$ cat src/rtl/pht_update_queue.sv
// Coalescing write queue between branch-resolution lanes and the single PHT write port.
// Circular buffer with in-place merge of same-index updates and a youngest-match lookup.
module pht_update_queue #(
  parameter int DEPTH          = 32,
  parameter int PUSH_PORTS     = 2,
  parameter int INDEX_WIDTH    = 10,
  parameter int VALUE_WIDTH    = 2,
  parameter int COALESCE       = 1,
  parameter int DROP_CNT_WIDTH = 16
) (
  input  logic                              clk,
  input  logic                              rst,
  input  logic [PUSH_PORTS-1:0]             pushValid,
  input  logic [PUSH_PORTS*INDEX_WIDTH-1:0] pushIndex,
  input  logic [PUSH_PORTS*VALUE_WIDTH-1:0] pushValue,
  output logic                              pushReady,
  input  logic                              drainReady,
  output logic                              drainValid,
  output logic [INDEX_WIDTH-1:0]            drainIndex,
  output logic [VALUE_WIDTH-1:0]            drainValue,
  input  logic [INDEX_WIDTH-1:0]            lookupIndex,
  output logic                              lookupHit,
  output logic [VALUE_WIDTH-1:0]            lookupValue,
  output logic [$clog2(DEPTH+1)-1:0]        count,
  output logic [DROP_CNT_WIDTH-1:0]         dropCount
);

  localparam int PTR_W = $clog2(DEPTH);
  localparam int CNT_W = $clog2(DEPTH+1);
  localparam int DSW   = DROP_CNT_WIDTH + 1;
  localparam logic [CNT_W-1:0] READY_MAX = CNT_W'(DEPTH - PUSH_PORTS);

  logic [PTR_W-1:0]          head, tail;
  logic [CNT_W-1:0]          cnt;
  logic [DEPTH-1:0]          ent_valid;
  logic [INDEX_WIDTH-1:0]    ent_index [DEPTH];
  logic [VALUE_WIDTH-1:0]    ent_value [DEPTH];
  logic [DROP_CNT_WIDTH-1:0] drop_cnt;

  logic                      drain_fire;
  logic [INDEX_WIDTH-1:0]    lane_index [PUSH_PORTS];
  logic [VALUE_WIDTH-1:0]    lane_value [PUSH_PORTS];
  logic [PUSH_PORTS-1:0]     lane_alloc, lane_ovr;
  logic [PTR_W-1:0]          lane_slot [PUSH_PORTS];
  logic [CNT_W-1:0]          alloc_num;
  logic [DSW-1:0]            drop_sum;

  assign pushReady  = (cnt <= READY_MAX);
  assign drainValid = (cnt != '0);
  assign drain_fire = drainValid & drainReady;
  assign drainIndex = drainValid ? ent_index[head] : '0;
  assign drainValue = drainValid ? ent_value[head] : '0;
  assign count      = cnt;
  assign dropCount  = drop_cnt;

  always_comb begin
    for (int i = 0; i < PUSH_PORTS; i++) begin
      lane_index[i] = pushIndex[i*INDEX_WIDTH +: INDEX_WIDTH];
      lane_value[i] = pushValue[i*VALUE_WIDTH +: VALUE_WIDTH];
    end
  end

  // A lane is superseded when a higher lane carries the same index this cycle;
  // the head being drained is excluded from matching so its update is not lost.
  always_comb begin
    logic             superseded;
    logic             hit;
    logic [PTR_W-1:0] hit_slot;
    // NOTE: every combinational output gets a default first so no latch is inferred.
    lane_alloc = '0;
    lane_ovr   = '0;
    alloc_num  = '0;
    superseded = 1'b0;
    hit        = 1'b0;
    hit_slot   = '0;
    for (int i = 0; i < PUSH_PORTS; i++) lane_slot[i] = '0;
    for (int i = 0; i < PUSH_PORTS; i++) begin
      superseded = 1'b0;
      hit        = 1'b0;
      hit_slot   = '0;
      if (COALESCE != 0) begin
        for (int k = i + 1; k < PUSH_PORTS; k++)
          if (pushValid[k] && (lane_index[k] == lane_index[i])) superseded = 1'b1;
        for (int j = 0; j < DEPTH; j++)
          if (ent_valid[j] && (ent_index[j] == lane_index[i]) &&
              !(drain_fire && (PTR_W'(j) == head))) begin
            hit      = 1'b1;
            hit_slot = PTR_W'(j);
          end
      end
      if (pushReady && pushValid[i] && !superseded) begin
        if (hit) begin
          lane_ovr[i]  = 1'b1;
          lane_slot[i] = hit_slot;
        end else begin
          lane_alloc[i] = 1'b1;
          lane_slot[i]  = tail + alloc_num[PTR_W-1:0];
          alloc_num     = alloc_num + CNT_W'(1);
        end
      end
    end
  end

  // Walk oldest to youngest so the last match wins.
  always_comb begin
    logic [PTR_W-1:0] p;
    lookupHit   = 1'b0;
    lookupValue = '0;
    p           = '0;
    for (int k = 0; k < DEPTH; k++) begin
      p = head + PTR_W'(k);
      if (ent_valid[p] && (ent_index[p] == lookupIndex)) begin
        lookupHit   = 1'b1;
        lookupValue = ent_value[p];
      end
    end
  end

  always_comb begin
    drop_sum = {1'b0, drop_cnt} + DSW'($countones(pushValid));
  end

  // NOTE: sequential state uses non-blocking assignments only.
  always_ff @(posedge clk or negedge rst) begin
    if (!rst) begin
      head      <= '0;
      tail      <= '0;
      cnt       <= '0;
      ent_valid <= '0;
      drop_cnt  <= '0;
    end else begin
      if (drain_fire) begin
        ent_valid[head] <= 1'b0;
        head            <= head + PTR_W'(1);
      end
      for (int i = 0; i < PUSH_PORTS; i++)
        if (lane_alloc[i]) ent_valid[lane_slot[i]] <= 1'b1;
      tail <= tail + alloc_num[PTR_W-1:0];
      cnt  <= cnt + alloc_num - CNT_W'(drain_fire);
      if (!pushReady)
        drop_cnt <= drop_sum[DSW-1] ? '1 : drop_sum[DROP_CNT_WIDTH-1:0];
    end
  end

  // NOTE: payload storage is not reset; valid bits gate every read of it.
  always_ff @(posedge clk) begin
    for (int i = 0; i < PUSH_PORTS; i++) begin
      if (lane_alloc[i]) ent_index[lane_slot[i]] <= lane_index[i];
      if (lane_alloc[i] || lane_ovr[i]) ent_value[lane_slot[i]] <= lane_value[i];
    end
  end

endmodule

$ cat config.mk
export PLATFORM = sky130hd
export DESIGN_NAME = pht_update_queue
export DESIGN_NICKNAME = d
export VERILOG_FILES = /design/src/rtl/pht_update_queue.sv
export SDC_FILE = /design/constraint.sdc
export NUM_CORES = 2
export LEC_CHECK = 0
export CAP_MARGIN = 20
export CORE_MARGIN = 2
export CORE_UTILIZATION = 25
export DETAILED_ROUTE_END_ITERATION = 8
export PLACE_DENSITY = 0.46
export SLEW_MARGIN = 20
export SYNTH_ARGS = -nofsm -noshare
export SYNTH_HDL_FRONTEND = slang
export SYNTH_SLANG_ARGS = --single-unit
$ cat constraint.sdc
create_clock -name clk -period 11.97 [get_ports clk]
set_clock_uncertainty 0.1 [all_clocks]
set_input_delay 2.394 -clock clk [delete_from_list [all_inputs] [get_ports clk]]
set_output_delay 2.394 -clock clk [all_outputs]
set_load 0.005 [all_outputs]
==> metrics.yaml <==
syn_inst: 6004
start_kind: "register"
period_share: 0.906
synth_seq_area_share: 0.204
die_y_um: 512
crit_chain: "clkinv_1, ha_4, buf_12, mux4_1, mux2i_1, a22o_1, a221oi_1, xnor2_1, nor4_1, nand4_1, mux2_2, o2111ai_1, a41oi_1, nor4bb_1, o311a_1, clkdlybuf4s50_1"
design_area_sq_um: 70600
overflow: 0
ios: 78
max_freq_ghz: 0.0922
drc: 0
first_pass_iters: 6
worstMarginPinSlew_ps: 1220
cp_num_buf_inv: 3
clkSlewWorstSetupHoldPaths_ps: 70
fin_tns_setup_ps: 0
clockBufferDepth: 3
clock_latency_ps: 670
area_growth_pct: 9.60
h-tree-depth: 2
final_antenna_net_count: 0
yosysWarnings: 0
required_ps: 9480
die_width_um: 512
critical_path_class: "register to output port"
post-route-min-period_ps: 10840
path_delay_family: "simple AND/OR/NAND/NOR gates"
cpPeakStageDelay_ps: 1000
synth_largest_area_cell: "mux4_2"
layout-drive-gt1-share: 0.274
viasPerCell: 6.45
placed_area_sq_um: 68700
min-delay-start: "tail[4]"
antenna_found_initial: 35
yosysTopAreaCellShare: 0.236
synth_flop_cell: "edfxtp_1"
layout.nets: 5835
num-fill-cells: 26800
ys_types: 102
grt_pass1_wl_mm: 509
io_buffers: 77
drt-total-wl_mm: 382
rows: 186
root_buffer: "clkbuf_16"
synth_common_cells: "mux4_2 (676), xnor2_1 (575), mux2_2 (447)"
place_hpwl_mm: 298
grt_max_degree: 136
synth.area.top_cells: "mux4_2 (24%), edfxtp_1 (18%), xnor2_1 (7.8%)"
synth_area_per_cell_sq_um: 10.7
cap_viol_max_count: 0
track_usage: 0.281
cts-resized-gates: 0
rsz0062_at_grt: "false"
run_status: "finished clean"
drt-initial-drc-count: 9374
synth.most_common_cell: "mux4_2"
critical_path.slowest_cell: "ha_4"
cp_data_arrival_time_ps: 8350
die-area_sq_um: 262000
syn-cell-area_sq_um: 64400
cp_max_fo: 62
setup_viol: 0
numCtsBuffers: 53
cts.sinks: 448
async_flop_share: 0.143
synth_seq_cells: 448
post_cts_buffers: 0
min_path_type: "register to register"
grt_pass1_vias: 55100
wire_per_inst_um: 41.6
synth_edf_count: 384
r2r-start: "head[1]"
drv_slew: 0
routabilityCongestion: 1.08
core_area_sq_um: 256000
hold_viol: 0
critPathCaptureType: "output port"
postCtsHoldBufs: 0
syn_nets: 6084
critPathLaunch: "head[0]"
vias: 59300
cts_tree: "done"
initial_core_util: 0.251
max-slew-margin-rel: 0.188
[final cells by class]
class,instances,area (sq um),area share
Inverter,82,310,0.00439
Timing Repair Buffer,302,2600,0.0368
Tap cell,3384,4230,0.0600
Multi-Input combinational cell,4868,48400,0.686
Sequential cell,448,13200,0.186
Clock inverter,33,409,0.00579
Antenna cell,12,30.0,0.000425
Clock buffer,64,1440,0.0204
[worst paths after layout]
check,cells after the start,slack (ps),endpoint
max,16,1130,lookupValue[1]
min,1,380,tail[4]
max reg2reg,21,2360,ent_index[3][7]
min reg2reg,1,380,tail[4]
max in group asynchronous,2,8980,head[0]
min in group asynchronous,1,1560,count[5]
[worst reg2reg max path, delay by kind of cell (launching register included)]
| kind | cells | cell delay (ps) |
|---|---|---|
| flip-flops | 1 | 880 |
| adder cells (fa/ha/maj) | 2 | 410 |
| AO/OA/AOI/OAI | 4 | 2430 |
| XOR/XNOR | 1 | 160 |
| AND/OR/NAND/NOR | 11 | 4210 |
| buffers and inverters | 3 | 1040 |
[routing by layer]
layer	vias up	global-route usage	wire (um)
li1	22900	-	-
met1	31000	0.365	148000
met2	4484	0.404	158000
met3	873	0.0916	48100
met4	14	0.165	27400
met5	-	0	91
[cells by family (layout without fill, tap and decap cells)]
kind of cell	Yosys count	in the layout	synth area share
AND/OR/NAND/NOR	1409	1409	0.110
multiplexers	1619	1619	0.410
other	0	12	0
XOR/XNOR	1009	1009	0.138
AO/OA/AOI/OAI	790	790	0.0794
adder cells (fa/ha/maj)	41	41	0.00831
flip-flops	448	448	0.204
buffers and inverters	688	481	0.0510
[metrics by stage]
step / setup WS (ps) / util / instances / hold slack (ps)
floorplan: 3000 / - / 6004 / 346
global placement: 1680 / 0.268 / 9081 / 370
detailed placement: 1800 / 0.268 / 9082 / 367
CTS: 1370 / 0.275 / 9179 / 380
global route: 1120 / 0.275 / 9183 / 397
finish: 1130 / 0.275 / 9193 / 378
[flip-flops by register name (all words and copies together) (netlist names)]
name	count
count	6
dropCount	16
ent_index	320
ent_valid	32
ent_value	64
head	5
tail	5
[cell usage in the layout (no fill, tap or decap), drive strengths merged, types with 38 or more instances in the layout]
cell type	instances
mux2i	422
mux4	750
o21ai	223
a21oi	126
ha	38
buf	256
inv	81
nor2	234
nand3	125
nand4	129
dfrtp	64
o211ai	43
edfxtp	384
o22ai	107
clkbuf	64
and3	43
mux2	447
clkdlybuf4s50	46
nand2	430
xnor2	577
xor2	432
nor4	141
a22oi	45
nor3	100
Power is left out: the tool's default activity adds up to more than one toggle a clock period on the data nets, which glitch-free logic cannot reach.
